**src/rtl/multicycle_controller_if.sv**
```systemverilog
// Control bundle between the multi-cycle controller and the RV32I datapath:
// instruction fields and ALU flags in, mux selects and write strobes out.
interface multicycle_controller_if;
    logic [6:0] op;
    logic [2:0] func3;
    logic       zero;
    logic       lt;
    logic       mem_ready;
    logic [1:0] alu_op;
    logic [1:0] alu_src_a;
    logic [1:0] alu_src_b;
    logic [1:0] result_src;
    logic [1:0] imm_src;
    logic       adr_src;
    logic       ir_write;
    logic       pc_update;
    logic       reg_write;
    logic       mem_write;
    logic       instr_done;
    logic       illegal;

    modport master (
        input  op, func3, zero, lt, mem_ready,
        output alu_op, alu_src_a, alu_src_b, result_src, imm_src, adr_src,
               ir_write, pc_update, reg_write, mem_write, instr_done, illegal
    );

    modport slave (
        output op, func3, zero, lt, mem_ready,
        input  alu_op, alu_src_a, alu_src_b, result_src, imm_src, adr_src,
               ir_write, pc_update, reg_write, mem_write, instr_done, illegal
    );
endinterface

```
**src/rtl/multicycle_controller.sv**
```systemverilog
// Main sequencing FSM of the multi-cycle RV32I core: fetch, decode, execute,
// memory and writeback, stalling on the shared memory's mem_ready.
module multicycle_controller (
    input  logic                       clk,
    input  logic                       reset,
    multicycle_controller_if.master    ctrl
);
    localparam logic [6:0] OP_LW  = 7'b0000011;
    localparam logic [6:0] OP_SW  = 7'b0100011;
    localparam logic [6:0] OP_R   = 7'b0110011;
    localparam logic [6:0] OP_I   = 7'b0010011;
    localparam logic [6:0] OP_BR  = 7'b1100011;
    localparam logic [6:0] OP_JAL = 7'b1101111;

    typedef enum logic [3:0] {
        FETCH    = 4'd0,
        DECODE   = 4'd1,
        MEMADR   = 4'd2,
        MEMREAD  = 4'd3,
        MEMWB    = 4'd4,
        MEMWRITE = 4'd5,
        EXECR    = 4'd6,
        EXECI    = 4'd7,
        ALUWB    = 4'd8,
        JAL      = 4'd9,
        BRANCH   = 4'd10
    } state_t;

    state_t     state_r;
    state_t     next_state_s;
    logic [1:0] alu_op_s;
    logic [1:0] alu_src_a_s;
    logic [1:0] alu_src_b_s;
    logic [1:0] result_src_s;
    logic       adr_src_s;
    logic       ir_write_s;
    logic       pc_update_s;
    logic       reg_write_s;
    logic       mem_write_s;
    logic       instr_done_s;
    logic       illegal_s;

    function automatic logic [1:0] imm_sel(input logic [6:0] op_f);
        case (op_f)
            OP_LW, OP_I: imm_sel = 2'b00;
            OP_SW:       imm_sel = 2'b01;
            OP_BR:       imm_sel = 2'b10;
            OP_JAL:      imm_sel = 2'b11;
            default:     imm_sel = 2'b00;
        endcase
    endfunction

    function automatic logic branch_taken(input logic [2:0] f3, input logic z, input logic l);
        case (f3)
            3'b000:  branch_taken = z;
            3'b001:  branch_taken = ~z;
            3'b100:  branch_taken = l;
            default: branch_taken = 1'b0;
        endcase
    endfunction

    // State register; reset aborts whatever instruction is in flight.
    always_ff @(posedge clk) begin
        if (reset) begin
            state_r <= FETCH;
        end else begin
            state_r <= next_state_s;
        end
    end

    // Per-state output decode and next-state selection.
    always_comb begin
        next_state_s = FETCH;
        alu_op_s     = 2'b00;
        alu_src_a_s  = 2'b00;
        alu_src_b_s  = 2'b00;
        result_src_s = 2'b00;
        adr_src_s    = 1'b0;
        ir_write_s   = 1'b0;
        pc_update_s  = 1'b0;
        reg_write_s  = 1'b0;
        mem_write_s  = 1'b0;
        instr_done_s = 1'b0;
        illegal_s    = 1'b0;
        case (state_r)
            FETCH: begin
                alu_src_b_s  = 2'b10;
                result_src_s = 2'b10;
                ir_write_s   = ctrl.mem_ready;
                pc_update_s  = ctrl.mem_ready;
                next_state_s = ctrl.mem_ready ? DECODE : FETCH;
            end
            DECODE: begin
                alu_src_a_s = 2'b01;
                alu_src_b_s = 2'b01;
                case (ctrl.op)
                    OP_LW, OP_SW: next_state_s = MEMADR;
                    OP_R:         next_state_s = EXECR;
                    OP_I:         next_state_s = EXECI;
                    OP_BR:        next_state_s = BRANCH;
                    OP_JAL:       next_state_s = JAL;
                    default: begin
                        illegal_s    = 1'b1;
                        next_state_s = FETCH;
                    end
                endcase
            end
            MEMADR: begin
                alu_src_a_s  = 2'b10;
                alu_src_b_s  = 2'b01;
                next_state_s = (ctrl.op == OP_SW) ? MEMWRITE : MEMREAD;
            end
            MEMREAD: begin
                adr_src_s    = 1'b1;
                next_state_s = ctrl.mem_ready ? MEMWB : MEMREAD;
            end
            MEMWB: begin
                result_src_s = 2'b01;
                reg_write_s  = 1'b1;
                instr_done_s = 1'b1;
                next_state_s = FETCH;
            end
            MEMWRITE: begin
                // Write request stays up for the whole wait; done only on completion.
                adr_src_s    = 1'b1;
                mem_write_s  = 1'b1;
                instr_done_s = ctrl.mem_ready;
                next_state_s = ctrl.mem_ready ? FETCH : MEMWRITE;
            end
            EXECR: begin
                alu_src_a_s  = 2'b10;
                alu_op_s     = 2'b10;
                next_state_s = ALUWB;
            end
            EXECI: begin
                alu_src_a_s  = 2'b10;
                alu_src_b_s  = 2'b01;
                alu_op_s     = 2'b10;
                next_state_s = ALUWB;
            end
            ALUWB: begin
                reg_write_s  = 1'b1;
                instr_done_s = 1'b1;
                next_state_s = FETCH;
            end
            JAL: begin
                alu_src_a_s  = 2'b01;
                alu_src_b_s  = 2'b10;
                pc_update_s  = 1'b1;
                next_state_s = ALUWB;
            end
            BRANCH: begin
                alu_src_a_s  = 2'b10;
                alu_op_s     = 2'b01;
                instr_done_s = 1'b1;
                pc_update_s  = branch_taken(ctrl.func3, ctrl.zero, ctrl.lt);
                next_state_s = FETCH;
            end
            default: begin
                next_state_s = FETCH;
            end
        endcase
    end

    assign ctrl.alu_op     = alu_op_s;
    assign ctrl.alu_src_a  = alu_src_a_s;
    assign ctrl.alu_src_b  = alu_src_b_s;
    assign ctrl.result_src = result_src_s;
    assign ctrl.adr_src    = adr_src_s;
    assign ctrl.imm_src    = imm_sel(ctrl.op);
    // Strobes are suppressed in the reset cycle so an aborted access never writes.
    assign ctrl.ir_write   = ir_write_s   & ~reset;
    assign ctrl.pc_update  = pc_update_s  & ~reset;
    assign ctrl.reg_write  = reg_write_s  & ~reset;
    assign ctrl.mem_write  = mem_write_s  & ~reset;
    assign ctrl.instr_done = instr_done_s & ~reset;
    assign ctrl.illegal    = illegal_s    & ~reset;
endmodule

```
**src/flat_wrapper.sv**
```systemverilog
// flat-port wrapper written by rule: the top's interface ports become plain ports
module multicycle_controller_flat 
  (clk, reset, ctrl_op, ctrl_func3, ctrl_zero, ctrl_lt, ctrl_mem_ready, ctrl_alu_op, ctrl_alu_src_a, ctrl_alu_src_b, ctrl_result_src, ctrl_imm_src, ctrl_adr_src, ctrl_ir_write, ctrl_pc_update, ctrl_reg_write, ctrl_mem_write, ctrl_instr_done, ctrl_illegal);
  multicycle_controller_if ctrl_i ();
  input  logic clk;
  input  logic reset;
  input wire logic [$bits(ctrl_i.op)-1:0] ctrl_op;
  input wire logic [$bits(ctrl_i.func3)-1:0] ctrl_func3;
  input wire logic [$bits(ctrl_i.zero)-1:0] ctrl_zero;
  input wire logic [$bits(ctrl_i.lt)-1:0] ctrl_lt;
  input wire logic [$bits(ctrl_i.mem_ready)-1:0] ctrl_mem_ready;
  output wire logic [$bits(ctrl_i.alu_op)-1:0] ctrl_alu_op;
  output wire logic [$bits(ctrl_i.alu_src_a)-1:0] ctrl_alu_src_a;
  output wire logic [$bits(ctrl_i.alu_src_b)-1:0] ctrl_alu_src_b;
  output wire logic [$bits(ctrl_i.result_src)-1:0] ctrl_result_src;
  output wire logic [$bits(ctrl_i.imm_src)-1:0] ctrl_imm_src;
  output wire logic [$bits(ctrl_i.adr_src)-1:0] ctrl_adr_src;
  output wire logic [$bits(ctrl_i.ir_write)-1:0] ctrl_ir_write;
  output wire logic [$bits(ctrl_i.pc_update)-1:0] ctrl_pc_update;
  output wire logic [$bits(ctrl_i.reg_write)-1:0] ctrl_reg_write;
  output wire logic [$bits(ctrl_i.mem_write)-1:0] ctrl_mem_write;
  output wire logic [$bits(ctrl_i.instr_done)-1:0] ctrl_instr_done;
  output wire logic [$bits(ctrl_i.illegal)-1:0] ctrl_illegal;
  assign ctrl_i.op = ctrl_op;
  assign ctrl_i.func3 = ctrl_func3;
  assign ctrl_i.zero = ctrl_zero;
  assign ctrl_i.lt = ctrl_lt;
  assign ctrl_i.mem_ready = ctrl_mem_ready;
  assign ctrl_alu_op = ctrl_i.alu_op;
  assign ctrl_alu_src_a = ctrl_i.alu_src_a;
  assign ctrl_alu_src_b = ctrl_i.alu_src_b;
  assign ctrl_result_src = ctrl_i.result_src;
  assign ctrl_imm_src = ctrl_i.imm_src;
  assign ctrl_adr_src = ctrl_i.adr_src;
  assign ctrl_ir_write = ctrl_i.ir_write;
  assign ctrl_pc_update = ctrl_i.pc_update;
  assign ctrl_reg_write = ctrl_i.reg_write;
  assign ctrl_mem_write = ctrl_i.mem_write;
  assign ctrl_instr_done = ctrl_i.instr_done;
  assign ctrl_illegal = ctrl_i.illegal;
  multicycle_controller u_core (.clk(clk), .reset(reset), .ctrl(ctrl_i));
endmodule
```
**config.mk**
```make
export PLATFORM = sky130hd
export DESIGN_NAME = multicycle_controller_flat
export DESIGN_NICKNAME = d
export VERILOG_FILES = /design/src/rtl/multicycle_controller_if.sv /design/src/rtl/multicycle_controller.sv /design/src/flat_wrapper.sv
export SDC_FILE = /design/constraint.sdc
export NUM_CORES = 1
export LEC_CHECK = 0
export CORE_UTILIZATION = 37
export CTS_CLUSTER_DIAMETER = 30
export DETAILED_ROUTE_END_ITERATION = 6
export PLACE_DENSITY = 0.87
export SYNTH_ARGS = -nofsm -noshare
export SYNTH_HDL_FRONTEND = slang
export SYNTH_SLANG_ARGS = --single-unit
```
**constraint.sdc**
```tcl
create_clock -name clk -period 1.9 [get_ports clk]
set_clock_uncertainty 0.15 [all_clocks]
set_input_delay 0.57 -clock clk [delete_from_list [all_inputs] [get_ports clk]]
set_output_delay 0.57 -clock clk [all_outputs]
set_load 0.01 [all_outputs]
```
==> impl_metrics.env, run 1 <==
export IMPL_status="aborted with a tool error"
export IMPL_haltStage="5_1_grt"
export IMPL_tool_error="[ERROR DPL-0038] Utilization greater than 100%, impossible to legalize"
export IMPL_synth_edf_count=0
export IMPL_clock_sinks=4
export IMPL_cts_made_buffers=3
export IMPL_initial_core_util_pct=42.1
export IMPL_synth_cells=87
export IMPL_synth_async_reset_ratio_pct=0
export IMPL_ys_types=35
export IMPL_io_buffers=31
export IMPL_globalplace_congestion=0.892
export IMPL_synth_warning_count=0
export IMPL_place_area_sq_um=1140
export IMPL_die_x_um=41.7
export IMPL_syn_cell_area_sq_um=582
export IMPL_worst_ep_kind="top-level output"
export IMPL_crit_endpoint="ctrl_ir_write"
export IMPL_ys_ff_latch=4
export IMPL_cts_path_max_buffers=2
export IMPL_cts_htree_levels=1
export IMPL_synthFlopType="dfxtp_1"
export IMPL_ios=32
export IMPL_grt_max_degree=9
export IMPL_rows=13
export IMPL_synth_net_count=102
export IMPL_synth_avg_cell_area_sq_um=6.69
export IMPL_post_place_ws_ns=-1.01
export IMPL_cts_root_buf="clkbuf_4"
export IMPL_die_h_um=41.7
export IMPL_ys_seq_area_share_pct=13.8
export IMPL_postCtsHoldBufs=0
export IMPL_dpl_hpwl_um=1960
-- synth_stat cells (2+ instances only) --
| cell type | count | share of area (%) |
|---|---|---|
| a21oi_1 | 7 | 6.0 |
| a22oi_1 | 2 | 2.6 |
| buf_2 | 4 | 3.4 |
| dfxtp_1 | 4 | 14 |
| inv_1 | 4 | 2.6 |
| nand2_1 | 5 | 3.2 |
| nand2b_1 | 6 | 6.5 |
| nand2b_4 | 2 | 4.7 |
| nor2_1 | 10 | 6.5 |
| nor3_1 | 5 | 4.3 |
| nor4_1 | 3 | 3.2 |
| o21ai_0 | 8 | 6.9 |
| o22ai_1 | 2 | 2.2 |
| or3_1 | 2 | 2.2 |
| xor2_1 | 3 | 4.5 |
-- through the flow --
step	hold slack (ns)	util [%]	instances
after CTS	0.447	90.0	168
after global placement	0.523	82.2	157
after floorplan	0.423	-	87
after detailed placement	0.545	82.2	157
-- cells by family after synthesis --
family	Yosys count	share of synthesized area [%]
AND/OR/NAND/NOR	43	43.2
AO/OA/AOI/OAI	25	26.7
buffers and inverters	10	8.60
multiplexers	1	1.72
flip-flops	4	13.8
XOR/XNOR	4	6.02
-- repair_timing --
item                                   in CTS
resized for setup                         163
buffers inserted                            8
setup endpoints to repair                  20
pin swaps                                  17
endpoints found under the hold margin       0
==> run 2, diff against run 1 <==
- CORE_AREA: default -> 2 2 63 65
- CORE_UTILIZATION: 37 -> default
- CTS_CLUSTER_DIAMETER: 30 -> default
- DIE_AREA: default -> 0 0 65 67
- PLACE_DENSITY: 0.87 -> default
- PLACE_DENSITY_LB_ADDON: default -> 0.15
==> impl_metrics.env, run 2 <==
export IMPL_status="complete, but fails checks"
export IMPL_failed_checks="negative setup slack"
export IMPL_cap_violations=0
export IMPL_grt_pass1_vias=896
export IMPL_antenna_found_initial=0
export IMPL_vias=942
export IMPL_vias_per_cell=4.44
export IMPL_crit_family="simple AND/OR/NAND/NOR gates"
export IMPL_regToRegSetupSlack_ns=0.09
export IMPL_yosysTopAreaCell="dfxtp_1"
export IMPL_crit_path_end_kind="output pin"
export IMPL_syn_cell_area_sq_um=582
export IMPL_max_clock_freq_mhz=472
export IMPL_wirelength_um=2610
export IMPL_critPathBufInv=2
export IMPL_die_area_sq_um=4360
export IMPL_synth_area_top_cells="dfxtp_1, o21ai_0, nand2b_1, nor2_1, a21oi_1"
export IMPL_cp_slowest_stage_delay_ns=0.36
export IMPL_cts_tree="yes"
export IMPL_fin_cells=212
export IMPL_path_max_fanout=3
export IMPL_syn_to_final_growth_pct=151
export IMPL_gr_total_overflow=0
export IMPL_post_place_ws_ns=-0.998
export IMPL_initial_core_util_pct=16.1
export IMPL_mostFrequentLayoutCells="buf_4, buf_2, buf_6"
export IMPL_synth_avg_cell_area_sq_um=6.69
export IMPL_final_max_slew_viol_count=0
export IMPL_hp_class="reg -> reg"
export IMPL_synthFlopType="dfxtp_1"
export IMPL_die_h_um=67
export IMPL_drtIter0Drc=20
export IMPL_top_register="u_core.state_r"
export IMPL_core_sq_um=3610
export IMPL_path_clk_slew_ns=0.03
export IMPL_total_power_uw=435
export IMPL_ys_types=35
export IMPL_clock_sinks=4
export IMPL_synth_cells=87
export IMPL_relSlewSlack_pct=79.6
export IMPL_cp_arrival_ns=1.40
export IMPL_endpoint="ctrl_ir_write"
export IMPL_remaining_drc_errors=0
export IMPL_die_x_um=65
export IMPL_ios=32
export IMPL_clk_latency_ns=0.22
export IMPL_rr_endpoint="u_core.state_r[0]"
export IMPL_rows=22
export IMPL_cts_root_buf="clkbuf_8"
export IMPL_worstSetupPathDepth=4
export IMPL_synth_net_count=102
export IMPL_final_min_clock_period_ns=2.12
export IMPL_crit_type="in -> out"
export IMPL_synth_async_reset_ratio_pct=0
export IMPL_drive_gt1_share_pct=68.9
export IMPL_globalplace_congestion=0.782
export IMPL_worst_ep_required_time_ns=1.18
export IMPL_dpl_hpwl_um=1740
export IMPL_top_regs="u_core.state_r (4)"
export IMPL_reg2regPathDepth=10
export IMPL_cts_path_max_buffers=2
export IMPL_io_buffers=31
export IMPL_grt_usage_pct=12.3
export IMPL_rsz0062_at_grt="true"
export IMPL_cts_htree_levels=1
export IMPL_synth_warning_count=0
export IMPL_p_per_area_nw_per_um2=298
export IMPL_crit_chain="buf_6 -> or3_4 -> nor4b_4 -> buf_2"
export IMPL_ys_ff_latch=4
export IMPL_start_kind="input pin"
export IMPL_first_pass_iters=4
export IMPL_ys_seq_area_share_pct=13.8
export IMPL_grt_pass1_wl_um=4150
export IMPL_place_area_sq_um=1170
export IMPL_final_setup_viol_count=10
export IMPL_cts_made_buffers=3
export IMPL_period_share_pct=112
export IMPL_holdWs_ns=0.468
export IMPL_final_common_cell="buf_4"
export IMPL_hold_viol=0
export IMPL_cpMaxStageDelayCell="or3_4"
export IMPL_n_antenna_cell=0
export IMPL_synth_edf_count=0
export IMPL_postCtsHoldBufs=0
export IMPL_worst_slew_pin_slew_ns=0.302
export IMPL_ant_nets=0
export IMPL_irDropWorstVdd_mv=0.132
export IMPL_r2r_start="u_core.state_r[0]"
export IMPL_setup_worst_path_start="reset"
export IMPL_synth_commonest_cells="nor2_1, o21ai_0, a21oi_1"
export IMPL_routedWlPerCell_um=12.3
export IMPL_num_nets_final=181
export IMPL_layout_setup_ws_ns=-0.219
export IMPL_largest_reg_flops=4
export IMPL_grt_max_degree=10
export IMPL_yosysMostFrequentCell="nor2_1"
export IMPL_place_inst=187
export IMPL_synth_top_area_share_pct=13.8
export IMPL_design_area_sq_um=1460
export IMPL_leakage_uw=0.000664
run 2: metrics by stage:
| step | setup TNS, ns | utilization (%) |
|---|---|---|
| after floorplan | 0 | - |
| after CTS | -1.19 | 37.1 |
| after detailed placement | -10.70 | 32.4 |
| final | -1.10 | 40.4 |
| after global placement | -10.58 | 32.4 |
| after global routing | -1.70 | 40.4 |
run 2: logic make-up (layout without fill, tap and decap cells):
| family | after synthesis | in the layout | synth area share [%] |
|---|---|---|---|
| simple gates | 43 | 43 | 43.2 |
| compound gates | 25 | 25 | 26.7 |
| buf+inv | 10 | 87 | 8.60 |
| xor+xnor | 4 | 4 | 6.02 |
| flops | 4 | 4 | 13.8 |
| mux | 1 | 1 | 1.72 |
run 2: cell type report:
type | count | area, sq um
multi-input cells | 73 | 618
well taps | 48 | 60.1
fillers | 385 | 2150
repair buffers | 80 | 626
clock buffers | 3 | 41.3
flip-flops and latches | 4 | 95.1
inverters | 4 | 17.5
run 2: what timing repair did:
item                       CTS  global route
gates resized for setup    160            20
pin swaps                   19            15
setup endpoints to repair   21            17
setup buffers               16             7
run 2: worst min path at each step:
stage,from,endpoint,slack [ns],depth (start not counted)
after floorplan,u_core.state_r[3],u_core.state_r[1],0.42,2
after global placement,u_core.state_r[2],u_core.state_r[1],0.50,2
after detailed placement,u_core.state_r[2],u_core.state_r[1],0.49,2
after CTS,u_core.state_r[2],u_core.state_r[1],0.49,2
after global routing,u_core.state_r[2],u_core.state_r[1],0.48,2
final,u_core.state_r[2],u_core.state_r[1],0.47,2
run 2: layer usage:
| metal | GRT usage, % | wire length [um] | vias up |
|---|---|---|---|
| met5 | 0 | 0 | - |
| met2 | 21.1 | 1340 | 33 |
| li1 | - | - | 474 |
| met3 | 2.20 | 147 | 5 |
| met1 | 14.4 | 1080 | 430 |
| met4 | 6.91 | 46 | 0 |
run 2: worst min-delay path: cells and delay by family (launching register included):
family             cells  cell delay (ns)
DFF                    1             0.36
AOI/OAI and AO/OA      1             0.06
and+or+nand+nor        1             0.15
run 2: report_power, final:
part	switching (uW)	internal, uW
combinational	71.1	101
sequential	3.36	81.7
clock	42.7	135
No activity file was read; power rests on OpenSTA's default activity.
==> run 3, diff against run 2 <==
- MAX_ROUTING_LAYER: default -> met4
==> impl_metrics.env, run 3 (synthesis gave the netlist of run 2 again) <==
export IMPL_status="complete, but fails checks"
export IMPL_failed_checks="negative setup slack"
export IMPL_dpl_hpwl_um=1740
export IMPL_start_kind="input pin"
export IMPL_crit_path_end_kind="output pin"
export IMPL_layout_setup_ws_ns=-0.219
export IMPL_die_x_um=65
export IMPL_crit_chain="buf_6 -> or3_4 -> nor4b_4 -> buf_2"
export IMPL_p_per_area_nw_per_um2=298
export IMPL_drtIter0Drc=25
export IMPL_worst_slew_pin_slew_ns=0.302
export IMPL_routedWlPerCell_um=12.4
export IMPL_relSlewSlack_pct=79.6
export IMPL_period_share_pct=112
export IMPL_max_clock_freq_mhz=472
export IMPL_critPathBufInv=2
export IMPL_die_h_um=67
export IMPL_hold_viol=0
export IMPL_path_clk_slew_ns=0.03
export IMPL_final_setup_viol_count=10
export IMPL_vias=941
export IMPL_vias_per_cell=4.44
export IMPL_worst_ep_required_time_ns=1.18
export IMPL_path_max_fanout=3
export IMPL_first_pass_iters=4
export IMPL_utilization_pct=40.4
export IMPL_initial_core_util_pct=16.1
export IMPL_grt_pass1_vias=896
export IMPL_gr_total_overflow=0
export IMPL_cts_tree="yes"
export IMPL_final_max_slew_viol_count=0
export IMPL_crit_family="simple AND/OR/NAND/NOR gates"
export IMPL_top_regs="u_core.state_r (4)"
export IMPL_ant_nets=0
export IMPL_rows=22
export IMPL_grt_pass1_wl_um=4150
export IMPL_final_common_cell="buf_4"
export IMPL_cap_violations=0
export IMPL_remaining_drc_errors=0
export IMPL_syn_to_final_growth_pct=151
export IMPL_hp_class="reg -> reg"
export IMPL_leakage_uw=0.000664
export IMPL_cts_htree_levels=1
export IMPL_n_antenna_cell=0
export IMPL_io_buffers=31
export IMPL_crit_type="in -> out"
export IMPL_top_register="u_core.state_r"
export IMPL_cts_path_max_buffers=2
export IMPL_wirelength_um=2620
export IMPL_clock_sinks=4
export IMPL_fillCellCount=385
export IMPL_irDropWorstVdd_mv=0.132
export IMPL_globalplace_congestion=0.793
export IMPL_grt_max_degree=10
export IMPL_rsz0062_at_grt="true"
export IMPL_grt_usage_pct=12.6
export IMPL_core_sq_um=3610
export IMPL_cts_made_buffers=3
export IMPL_antenna_found_initial=0
export IMPL_cp_arrival_ns=1.40
export IMPL_setup_tns_final_ns=-1.11
export IMPL_holdWs_ns=0.468
export IMPL_largest_reg_flops=4
export IMPL_num_nets_final=181
export IMPL_die_area_sq_um=4360
export IMPL_mostFrequentLayoutCells="buf_4, buf_2, buf_6"
export IMPL_final_min_clock_period_ns=2.12
export IMPL_drive_gt1_share_pct=68.9
export IMPL_postCtsHoldBufs=0
export IMPL_clk_latency_ns=0.22
export IMPL_cp_slowest_stage_delay_ns=0.36
export IMPL_cpMaxStageDelayCell="or3_4"
export IMPL_cts_root_buf="clkbuf_8"
export IMPL_ios=32
==> run 3: worst min-delay path, stage by stage (launching register included) <==
cell and delay [ns]:
dfxtp_4 0.36, or3_4 0.15, a21oi_1 0.06
==> run 3: area by class of cell <==
type                    instances  area, sq um  share of cell area, %
multi-input cells              73          618                   42.4
clock buffers                   3         41.3                   2.83
inverters                       4         17.5                   1.20
well taps                      48         60.1                   4.12
repair buffers                 80          626                   42.9
flip-flops and latches          4         95.1                   6.52
==> run 3: where the power goes <==
part           switching [uW]  internal, uW  total (uW)
registers                3.40          81.7        85.1
clock network            42.7           135         178
logic                    71.0           101         172
==> run 3: path summary, 6_finish.rpt <==
kind / start / end / slack [ns] / cells past startpoint
max: reset / ctrl_ir_write / -0.22 / 4
min: u_core.state_r[2] / u_core.state_r[1] / 0.47 / 2
max reg2reg: u_core.state_r[0] / u_core.state_r[0] / 0.09 / 10
min reg2reg: u_core.state_r[2] / u_core.state_r[1] / 0.47 / 2
==> run 3: repair_timing <==
action,in CTS,in global routing
pin swaps,19,15
buffers inserted,16,7
setup endpoints to repair,21,17
gates resized for setup,160,20
==> run 3: metrics by stage <==
step | std cells | worst slack, ns | area (sq um) | total power, uW
6_report | 212 | -0.219 | 1460 | 435
5_1_grt | 212 | -0.272 | 1460 | 466
4_1_cts | 205 | -0.324 | 1340 | 424
3_5_place_dp | 187 | -0.998 | 1170 | 237
3_3_place_gp | 187 | -1.00 | 1170 | 236
2_1_floorplan | 87 | 0.000309 | 617 | 143
==> run 3: routing by layer <==
metal,up-vias,track usage (%),wire length (um)
met3,5,2.20,147
met4,0,6.91,46
met1,429,14.4,1080
met5,-,-,0
met2,33,21.1,1350
li1,474,-,-
